File: src/rtl/cmp_sched.sv
// Round-robin scheduler sharing one comparator among NUM_REQ requesters.
// Latency: transfer to rsp pulse is CMP_LAT+2 cycles, one compare issued per cycle.
// Backpressure: req_ready is the one-hot grant; responses cannot be stalled.
module cmp_sched #(
    parameter int NUM_REQ    = 4,
    parameter int DATA_WIDTH = 32,
    parameter int CMP_LAT    = 0
) (
    input  logic                          clk,
    input  logic                          reset_n,
    input  logic                          cfg_enable,
    input  logic [NUM_REQ-1:0]            req_valid,
    output logic [NUM_REQ-1:0]            req_ready,
    input  logic [NUM_REQ*DATA_WIDTH-1:0] req_hi,
    input  logic [NUM_REQ*DATA_WIDTH-1:0] req_lo,
    output logic [DATA_WIDTH-1:0]         cmp_value_hi,
    output logic [DATA_WIDTH-1:0]         cmp_value_lo,
    input  logic                          cmp_cond_true,
    output logic [NUM_REQ-1:0]            rsp_valid,
    output logic [NUM_REQ-1:0]            rsp_true,
    output logic                          busy
);
    localparam int IW = (NUM_REQ > 1) ? $clog2(NUM_REQ) : 1;

    typedef struct packed {
        logic          v;
        logic [IW-1:0] idx;
    } tag_t;

    logic [IW-1:0] rr_ptr;
    logic [IW-1:0] winner;
    logic          found;
    logic          xfer;

    // Entry 0 is the issue tag; entry CMP_LAT lines up with cmp_cond_true.
    tag_t tag_pipe [CMP_LAT+1];

    always_comb begin
        winner = '0;
        found  = 1'b0;
        for (int k = 0; k < NUM_REQ; k++) begin
            if (!found && req_valid[(int'(rr_ptr) + k) % NUM_REQ]) begin
                found  = 1'b1;
                winner = IW'((int'(rr_ptr) + k) % NUM_REQ);
            end
        end
    end

    assign xfer      = found && cfg_enable && reset_n;
    assign req_ready = xfer ? (NUM_REQ'(1) << winner) : '0;

    always_ff @(posedge clk or negedge reset_n) begin
        if (!reset_n) begin
            rr_ptr       <= '0;
            cmp_value_hi <= '0;
            cmp_value_lo <= '0;
            rsp_valid    <= '0;
            rsp_true     <= '0;
            for (int k = 0; k <= CMP_LAT; k++) begin
                tag_pipe[k] <= '0;
            end
        end else begin
            if (xfer) begin
                rr_ptr       <= (winner == IW'(NUM_REQ-1)) ? '0 : winner + 1'b1;
                cmp_value_hi <= req_hi[int'(winner)*DATA_WIDTH +: DATA_WIDTH];
                cmp_value_lo <= req_lo[int'(winner)*DATA_WIDTH +: DATA_WIDTH];
            end
            tag_pipe[0] <= tag_t'{v: xfer, idx: winner};
            for (int k = 1; k <= CMP_LAT; k++) begin
                tag_pipe[k] <= tag_pipe[k-1];
            end
            rsp_valid <= tag_pipe[CMP_LAT].v ? (NUM_REQ'(1) << tag_pipe[CMP_LAT].idx) : '0;
            rsp_true  <= (tag_pipe[CMP_LAT].v && cmp_cond_true)
                       ? (NUM_REQ'(1) << tag_pipe[CMP_LAT].idx) : '0;
        end
    end

    // Busy covers issued-but-unanswered compares, not the response register.
    always_comb begin
        busy = 1'b0;
        for (int k = 0; k <= CMP_LAT; k++) begin
            busy = busy | tag_pipe[k].v;
        end
    end

endmodule

File: config.mk
export PLATFORM = sky130hd
export DESIGN_NAME = cmp_sched
export DESIGN_NICKNAME = d
export VERILOG_FILES = /design/src/rtl/cmp_sched.sv
export SDC_FILE = /design/constraint.sdc
export NUM_CORES = 1
export LEC_CHECK = 0
export ABC_AREA = 1
export CAP_MARGIN = 20
export CORE_UTILIZATION = 36
export DETAILED_ROUTE_END_ITERATION = 10
export GPL_TIMING_DRIVEN = 0
export HOLD_SLACK_MARGIN = 0.02
export PLACE_DENSITY = 0.79
export SLEW_MARGIN = 20
export SYNTH_ARGS = -nofsm -noshare
export SYNTH_HDL_FRONTEND = slang
export SYNTH_SLANG_ARGS = --single-unit
File: constraint.sdc
create_clock -name clk -period 2.92 [get_ports clk]
set_input_delay 0.876 -clock clk [delete_from_list [all_inputs] [get_ports clk]]
set_output_delay 0.876 -clock clk [all_outputs]
set_load 0.02 [all_outputs]
; Yosys cells after proc, flatten, opt, wreduce, memory -nomap -nowiden
; Index checks and enable logic that the tools add are counted.
[op_classes]
add_sub_neg = 4
n_lt_le_gt_ge = 4
eq_ne = 1
shifts = 4
mux = 23
n_bitwise = 3
n_reduce_logical = 12
[op_table]
columns = op, count
row1 = 128-bit by 8-bit variable part select with 32-bit output, 2
row2 = 3-bit by 4-bit < comparator with 1-bit output (second input constant), 3
row3 = 4-bit 2-to-1 mux, 3
row4 = 1-bit 2-to-1 mux, 11
row5 = 2-bit 2-to-1 mux, 5
row6 = 1-bit binary-select mux with 2-bit select, 4
row7 = 1-bit by 2-bit left shift with 4-bit output (first input constant), 2
row8 = 1-bit logical AND, 6
row9 = 2-bit OR reduction, 3
row10 = 2-bit by 1-bit adder with 2-bit output (second input constant), 2
row11 = 2-bit adder (second input constant), 2
row12 = 1-bit AND (first input constant), 3
row13 = 1-bit zero test, 3
row14 = 2-bit by 3-bit < comparator with 1-bit output (second input constant), 1
row15 = 2-bit == test (second input constant), 1
[word_totals]
reg_bits = 77
in_bits = 264
out_inout_bits = 77
word_cells = 58

; Longest topological paths before layout
; Gate-level depths: netlist of the first run.
[logic_depth]
depth_word = 17
mapped_depth = 16

; Least setup slack after synthesis of the first run
; Ideal clock, no wire load.
[synth_timing]
kind = input port to output port
startpoint = input port req_valid[3]
endpoint = output port req_ready[3]
arrival_ps = 2366
setup_slack_ps = -322
stages = 11
n_path_buf = 2
cell_sequence = inv_1 > nand2_1 > nand3_1 > nand2_1 > inv_1 > nand2_1 > nand2_2 > nand3_2 > buf_6 > buf_4 > nor3_1
[synth_between]
elab_chain_cells = 15
elab_cells_between_ends = 29
[synth_lines]
columns = element, line
row1 = start: declaration, 12  ; input logic [NUM_REQ-1:0] req_valid,
row2 = 1-bit binary-select mux with 2-bit select, 42  ; if (!found && req_valid[(int'(rr_ptr) + k) % NUM_REQ]) begin
row3 = 1-bit 2-to-1 mux (implied by the code), 42
row4 = 1-bit 2-to-1 mux, 42
row5 = 1-bit zero test, 42
row6 = 1-bit logical AND, 42
row7 = 1-bit 2-to-1 mux, 42
row8 = 1-bit zero test, 42
row9 = 1-bit logical AND, 42
row10 = 1-bit 2-to-1 mux, 42
row11 = 1-bit zero test, 42
row12 = 1-bit logical AND, 42
row13 = 1-bit 2-to-1 mux, 42
row14 = 1-bit logical AND (2 in series), 49  ; assign xfer = found && cfg_enable && reset_n;
row15 = 4-bit 2-to-1 mux (*), 50  ; assign req_ready = xfer ? (NUM_REQ'(1) << winner) : '0;
row16 = end: declaration, 13  ; output logic [NUM_REQ-1:0] req_ready,
; Every way passes the cells marked *; elsewhere a longest branch is shown, timed or not. The select of a mux whose other input is x is not followed.

; Final worst setup path of the first run
[layout_timing]
startpoint = register rr_ptr[0]
endpoint = output port req_ready[0]
[layout_between]
elab_chain_cells = 15
elab_cells_between_ends = 32
[layout_lines]
columns = element, line
row1 = start: declaration, 30  ; logic [IW-1:0] rr_ptr;
row2 = start signal: assignment, 64  ; rr_ptr <= (winner == IW'(NUM_REQ-1)) ? '0 : winner + 1'b1;
row3 = 2-bit by 1-bit adder with 2-bit output or 1-bit binary-select mux with 2-bit select (tied branches), "42, 44"
row4 = 1-bit binary-select mux with 2-bit select or 1-bit 2-to-1 mux (tied branches), 42
row5 = 1-bit 2-to-1 mux (implied by the code), 42
row6 = 1-bit 2-to-1 mux (implied by the code) or 1-bit zero test (tied branches), 42
row7 = 1-bit logical AND, 42
row8 = 1-bit 2-to-1 mux, 42
row9 = 1-bit zero test, 42
row10 = 1-bit logical AND, 42
row11 = 1-bit 2-to-1 mux, 42
row12 = 1-bit zero test, 42
row13 = 1-bit logical AND, 42
row14 = 1-bit 2-to-1 mux, 42
row15 = 1-bit logical AND (2 in series), 49
row16 = 4-bit 2-to-1 mux (*), 50
; Marks and branches as above.

==> key figures, run 1 <==
GRT
  – Vias in the first global route: 7708
  – First-pass GRT wire length: 41.6 mm
  – Pin count of the biggest net entering global routing: 21
  – Initial antenna violation count: 0
  – All-layer global routing usage: 0.312
  – GRT Residual Overflow: 0

Clock network
  – CTS buffer count: 9
  – Root Driver: clkbuf_16
  – Clock tree from TritonCTS: built
  – Clock Sinks: 77
  – Clk buf depth: 2
  – Clock slew at reported path FFs: 0.06 ns
  – Hold_buf cts: 0
  – Htree depth: 3
  – Worst skew pair latency: 0.35 ns

Power and ir drop
  – Power Density: 1110 nW/µm²
  – Peak VDD IR: 0.642 mV
  – Pleak: 5.23 nW
  – Final Power: 11.9 mW

STA
  – Slew @ Worst Pin: 0.627 ns
  – Final Hold Viols: 0
  – Fin Clk Skew: 0.0113 ns
  – Worst setup margin: -0.0996 ns
  – Slew HR: 0.582
  – F_max: 331 MHz
  – Fin crit period: 3.02 ns
  – Fin crit share: 1.03
  – # setup viols final: 4
  – Unrepaired setup endpoints after global routing: yes
  – Max-slew violations: 0

Die
  – Starting density of the core: 0.373
  – FP Rows: 46
  – Core ar.: 16100 µm²
  – Vert. Die Dim: 131 µm
  – Die width: 131 µm
  – Die area: 17200 µm²
  – IO Pins: 341

Drt
  – Drc violations: 0
  – Routed WL: 27.4 mm
  – Post-route antenna net violation count: 0
  – Per-cell routed wire length: 17.5 µm
  – Detailed-route via count: 8077
  – Via/cell ratio: 5.14
  – TritonRoute pass-1 iters: 5
  – Initial drt markers: 472

Placed design
  – IO Port Bufs: 340
  – Area after DPL: 9720 µm²
  – Dpl hpwl: 20.0 mm
  – Placer Congestion: 0.896
  – Place WS: -1.50 ns

Critical path
  – Critical path's most frequent cell: nand2_4
  – Crit end category: output port
  – CP required: 2.04 ns
  – Worst path cell trace: buf_6 > buf_4 > nand2_4 > nand3_2 > nand2_2 > nand2_4 > nand2_2 > nand2_4 > buf_6 > buf_12 > nand2_4 > inv_2 > nor3_2 > buf_4
  – Arrival time at the worst endpoint: 2.14 ns
  – Crit-path max FO: 5
  – Type of the worst setup path: flip-flop to output port
  – Max incr delay on CP: 0.38 ns
  – Slowest stage cell, crit path: dfrtp_1
  – Crit start category: flip-flop

Logic synthesis
  – Mapped Cells: 969
  – Synth warn: 0
  – Synth Net Count: 1233
  – #FFs+latches synth: 77
  – Syn_area_per_cell: 6.21 µm²
  – Distinct cells, synth: 22
  – Sequential fraction of the synthesis area: 0.320
  – Synth Cell Area: 6010 µm²

Finish
  – Final core utilization: 0.661
  – Antenna fix cells: 0
  – Share of cells above drive strength 1: 0.116
  – Area grow syn2layout: 77.1%
  – Commonest cells after routing, fill and taps aside: 331 x clkdlybuf4s50_1, 245 x nand2_1, 177 x nand3_1
  – Fin nets: 1613
  – Most common cell after layout, fill and taps aside: clkdlybuf4s50_1
  – Final Cell Area: 10700 µm²

Run status
  – Failing checks: setup timing
  – Outcome: complete, but fails checks

Hold path
  – Worst hold path class: primary input to async pin

Flow run
  – Max cap viols: 0
## area by class of cell
class	instances	area (µm²)
Buffer	79	483
Sequential cell	77	1930
Fill cell	1448	5460
Clock buffer	9	225
Inverter	163	642
Timing Repair Buffer	370	3720
Multi-Input combinational cell	649	3240
Tap cell	216	270
Clock inverter	7	146
## logic make-up (layout without fill, tap and decap cells)
family / after synthesis / after routing / share of synthesized area
DFF: 77 / 77 / 0.320
buffers and inverters: 243 / 628 / 0.172
AOI/OAI and AO/OA: 3 / 3 / 0.00250
and+or+nand+nor: 646 / 646 / 0.505
## per-layer routing
| metal | GRT usage | vias to the layer above | routed length [µm] |
|---|---|---|---|
| li1 | - | 3921 | - |
| met1 | 0.368 | 3680 | 10600 |
| met2 | 0.534 | 405 | 13400 |
| met3 | 0.0640 | 71 | 2220 |
| met4 | 0.161 | 0 | 1190 |
| met5 | 0 | - | 0 |
## sequential cells by signal, indices dropped and copies added (netlist names)
| register | count |
|---|---|
| rr_ptr | 2 |
| rsp_valid | 4 |
| tag_pipe | 2 |
| cmp_value_hi | 32 |
| cmp_value_lo | 32 |
| rsp_true | 4 |
| busy | 1 |
## synth_stat cells (all sizes together)
| library cell | number | share of area |
|---|---|---|
| nand3b | 1 | 0.0012 |
| o21ai | 3 | 0.0025 |
| clkbuf | 23 | 0.014 |
| buf | 57 | 0.056 |
| nand2 | 272 | 0.17 |
| nand4 | 129 | 0.13 |
| nor3 | 10 | 0.0083 |
| nand3 | 183 | 0.16 |
| inv | 163 | 0.10 |
| nor2 | 51 | 0.033 |
| dfrtp | 77 | 0.32 |
## critical path: cells and delay by family, from the launching register on
kind	cells	cell delay, ns
AND/OR/NAND/NOR	8	0.67
buffers and inverters	6	0.76
flip-flops	1	0.38
## path summary, 6_finish.rpt
path / from / endpoint / slack (ns) / cells past startpoint
setup reg to reg: rr_ptr[0]$_DFFE_PN0P_ / cmp_value_hi[20]$_DFFE_PN0P_ / 0.43 / 13
hold reg to reg: cmp_value_lo[8]$_DFFE_PN0P_ / cmp_value_lo[8]$_DFFE_PN0P_ / 0.49 / 2
setup / recovery: rr_ptr[0]$_DFFE_PN0P_ / req_ready[0] / -0.1 / 14
min in group clk: cmp_value_lo[8]$_DFFE_PN0P_ / cmp_value_lo[8]$_DFFE_PN0P_ / 0.49 / 2
hold / removal: reset_n / cmp_value_hi[21]$_DFFE_PN0P_ / 0.35 / 1
max in group asynchronous: reset_n / cmp_value_lo[19]$_DFFE_PN0P_ / 2.10 / 2
## through the flow
step	setup TNS [ns]	cells	hold WS, ns
2_1_floorplan	-0.0854	969	0.475
3_3_place_gp	-355.76	1525	0.477
3_5_place_dp	-18.08	1526	0.482
4_1_cts	-0.242	1563	0.340
5_1_grt	-0.622	1570	0.346
6_report	-0.300	1570	0.349
## power breakdown
group | leakage (nW) | switching [mW] | total [mW] | internal (mW)
clock | 0.180 | 0.515 | 1.44 | 0.929
combinational | 4.09 | 5.20 | 8.54 | 3.34
sequential | 0.961 | 0.304 | 1.86 | 1.56
total | 5.23 | 6.02 | 11.9 | 5.83
## timing repair
item	4_1_cts	5_1_grt
pin swaps	22	11
gates cloned	2	1
resized for setup	107	22
buffers inserted	20	6
endpoints found under the setup margin	4	4
Power figures use the tool's default switching activity.
==> inputs of run 2 (changes only) <==
--- a/config.mk
+++ b/config.mk
@@ -12,7 +12,6 @@
 export GPL_TIMING_DRIVEN = 0
 export HOLD_SLACK_MARGIN = 0.02
 export PLACE_DENSITY = 0.79
-export SLEW_MARGIN = 20
 export SYNTH_ARGS = -nofsm -noshare
 export SYNTH_HDL_FRONTEND = slang
 export SYNTH_SLANG_ARGS = --single-unit
==> results of run 2 <==
Final layout, timing and power as in run 1 (identical DEF).
==> inputs of run 3 (changes only) <==
--- a/config.mk
+++ b/config.mk
@@ -6,12 +6,13 @@
 export NUM_CORES = 1
 export LEC_CHECK = 0
 export ABC_AREA = 1
-export CAP_MARGIN = 20
-export CORE_UTILIZATION = 36
+export CAP_MARGIN = 10
+export CORE_AREA = 2 2 134 136
 export DETAILED_ROUTE_END_ITERATION = 10
+export DIE_AREA = 0 0 136 138
 export GPL_TIMING_DRIVEN = 0
 export HOLD_SLACK_MARGIN = 0.02
-export PLACE_DENSITY = 0.79
+export PLACE_DENSITY = 0.74
 export SYNTH_ARGS = -nofsm -noshare
 export SYNTH_HDL_FRONTEND = slang
 export SYNTH_SLANG_ARGS = --single-unit
==> constraint.sdc (replaced) <==
create_clock -name clk -period 3.7 [get_ports clk]
set_input_delay 1.11 -clock clk [delete_from_list [all_inputs] [get_ports clk]]
set_output_delay 1.11 -clock clk [all_outputs]
set_load 0.02 [all_outputs]
==> run 3 against run 2 <==
  * The run now ends clean
  * Clock-buffer cell count stayed put
  * Via count is 1.2% lower
  * Cell area decreased by 1.9%
  * Register-to-register slack gained 0.65 ns
  * Clock power is 34% lower
  * Critical endpoint unchanged
  * Largest cell class unchanged
  * Highest routed layer is now met5
==> key figures, run 3 (synthesized netlist as in run 1, its figures left out) <==
Run status
  – Outcome: finished, final reports clean (was complete, but fails checks)

Clock network
  – Root Driver: clkbuf_16 (unchanged)
  – CTS buffer count: 9 (unchanged)
  – Htree depth: 3 (unchanged)
  – Clk buf depth: 2 (unchanged)
  – Worst skew pair latency: 0.35 ns (about the same)
  – Clock tree from TritonCTS: built (unchanged)
  – Hold_buf cts: 0 (unchanged)
  – Clock Sinks: 77 (unchanged)
  – Clock slew at reported path FFs: 0.07 ns (was 0.06 ns)

Finish
  – Antenna fix cells: 0 (unchanged)
  – Filler instances: 1645 (was 1448)
  – Share of cells above drive strength 1: 0.104 (was 0.116)
  – Most common cell after layout, fill and taps aside: clkdlybuf4s50_1 (unchanged)
  – Register area: 1930 µm² (about the same)
  – Final Cell Area: 10500 µm² (was 10700 µm²)
  – Commonest cells after routing, fill and taps aside: 331 x clkdlybuf4s50_1, 253 x nand2_1, 176 x nand3_1 (was 331 x clkdlybuf4s50_1, 245 x nand2_1, 177 x nand3_1)
  – Multi-input gate area: 3200 µm² (was 3240 µm²)
  – Fin nets: 1606 (was 1613)
  – Top Registers: cmp_value_hi: 32 flops, cmp_value_lo: 32 flops (unchanged)
  – Area grow syn2layout: 73.8% (was 77.1%)
  – Post-Layout Cell Count: 1576 (was 1570)

Placed design
  – IO Port Bufs: 340 (unchanged)
  – Placed Cells: 1539 (was 1526)
  – Place WS: -1.16 ns (was -1.50 ns)
  – Dpl hpwl: 20.4 mm (was 20.0 mm)
  – Area after DPL: 9730 µm² (was 9720 µm²)
  – Placer Congestion: 0.927 (was 0.896)

Drt
  – Post-route antenna net violation count: 0 (unchanged)
  – Routed WL: 27.7 mm (was 27.4 mm)
  – Initial drt markers: 527 (was 472)
  – Per-cell routed wire length: 17.6 µm (was 17.5 µm)
  – Via/cell ratio: 5.07 (was 5.14)
  – Detailed-route via count: 7983 (was 8077)
  – TritonRoute pass-1 iters: 5 (unchanged)
  – Drc violations: 0 (unchanged)

Hold path
  – Worst hold path class: flip-flop to flip-flop (was primary input to async pin)
  – Hold Startpoint: cmp_value_hi[2]$_DFFE_PN0P_

Critical path
  – Crit-path max FO: 4 (was 5)
  – Max incr delay on CP: 0.21 ns (was 0.38 ns)
  – Worst r2r src: rr_ptr[1]$_DFFE_PN0P_ (was rr_ptr[0]$_DFFE_PN0P_)
  – Worst path cell trace: clkdlybuf4s15_1 > inv_2 > nand2_4 > nand3_2 > nand2_2 > nand2_2 > nand2_2 > nand2_4 > buf_12 > nand2_2 > inv_2 > nor3_2 > buf_4 (was buf_6 > buf_4 > nand2_4 > nand3_2 > nand2_2 > nand2_4 > nand2_2 > nand2_4 > buf_6 > buf_12 > nand2_4 > inv_2 > nor3_2 > buf_4)
  – Slowest stage cell, crit path: clkdlybuf4s15_1 (was dfrtp_1)
  – CP required: 2.59 ns (was 2.04 ns)
  – Crit end category: output port (unchanged)
  – Type of the worst setup path: primary input to output port (was flip-flop to output port)
  – Arrival time at the worst endpoint: 2.51 ns (was 2.14 ns)
  – Crit path from: req_valid[2] (was rr_ptr[0]$_DFFE_PN0P_)
  – Crit start category: primary input (was flip-flop)
  – Critical path's most frequent cell: nand2_2 (was nand2_4)

Power and ir drop
  – Final Power: 9.03 mW (was 11.9 mW)
  – Power Density: 864 nW/µm² (was 1110 nW/µm²)
  – Peak VDD IR: 0.446 mV (was 0.642 mV)
  – Pleak: 5.12 nW (was 5.23 nW)

Die
  – Vert. Die Dim: 138 µm (was 131 µm)
  – Starting density of the core: 0.343 (was 0.373)
  – Core ar.: 17500 µm² (was 16100 µm²)
  – Die area: 18800 µm² (was 17200 µm²)
  – Die width: 136 µm (was 131 µm)
  – FP Rows: 49 (was 46)
  – IO Pins: 341 (unchanged)

STA
  – Fin crit share: 0.979
  – Total Neg Setup Slack: 0 ns (was -0.300 ns)
  – Slew HR: 0.579 (was 0.582)
  – # setup viols final: 0 (was 4)
  – Max-slew violations: 0 (unchanged)
  – Worst setup margin: 0.0794 ns (was -0.0996 ns)
  – Fin crit period: 3.62 ns
  – F_max: 276 MHz
  – Fin Clk Skew: 0.00842 ns (was 0.0113 ns)
  – Final Hold Viols: 0 (unchanged)
  – Slew @ Worst Pin: 0.632 ns (was 0.627 ns)

GRT
  – GRT Residual Overflow: 0 (unchanged)
  – Initial antenna violation count: 1 (was 0)
  – Vias in the first global route: 7579 (was 7708)
  – Pin count of the biggest net entering global routing: 36 (was 21)
  – First-pass GRT wire length: 41.6 mm (about the same)
  – All-layer global routing usage: 0.288 (was 0.312)

Flow run
  – Max cap viols: 0 (unchanged)
[run 3: layout make-up]
class                   instances  share of cell area
repair buffers                363               0.346
multi-input cells             649               0.306
inverters                     163              0.0595
plain buffers                  79              0.0470
clock buffers                   9              0.0215
well taps                     229              0.0274
clock inverters                 7             0.00790
flip-flops and latches         77               0.184
[run 3: where the power goes]
group          internal [mW]  switching (mW)  leakage, nW
sequential              1.23           0.239        0.962
combinational           2.56            4.05         4.02
clock                  0.534           0.423        0.145
total                   4.32            4.71         5.12
[run 3: worst paths after layout]
kind	endpoint	slack (ns)	cells past startpoint
worst max-delay path	req_ready[0]	0.08	13
max in group asynchronous	cmp_value_hi[1]$_DFFE_PN0P_	2.54	2
worst min register to register	cmp_value_hi[2]$_DFFE_PN0P_	0.50	2
worst max register to register	cmp_value_lo[1]$_DFFE_PN0P_	1.08	16
worst min-delay path	cmp_value_hi[2]$_DFFE_PN0P_	0.50	2
min in group asynchronous	cmp_value_hi[7]$_DFFE_PN0P_	0.59	1
[run 3: critical path, delay by kind of cell]
kind	cells	cell delay [ns]
buffers and inverters	5	0.61
and+or+nand+nor	8	0.79
[run 3: repair_timing]
action | 4_1_cts | 5_1_grt
gates cloned | 1 | 0
buffers inserted | 20 | 1
pin swaps | 14 | 14
gates resized for setup | 77 | 25
endpoints found under the setup margin | 4 | 4
endpoints found under the hold margin | 0 | 0
[run 3: through the flow]
step | hold WS (ns) | utilization
final | 0.496 | 0.596
after global routing | 0.518 | 0.596
after CTS | 0.500 | 0.592
after detailed placement | 0.483 | 0.555
after global placement | 0.478 | 0.554
after floorplan | 0.475 | -
[run 3: metal layers]
| metal | routed length, µm | vias to the layer above | track usage |
|---|---|---|---|
| met5 | 16 | - | 0 |
| met2 | 13500 | 368 | 0.491 |
| met1 | 11100 | 3659 | 0.360 |
| li1 | - | 3896 | - |
| met4 | 978 | 2 | 0.115 |
| met3 | 2170 | 58 | 0.0502 |
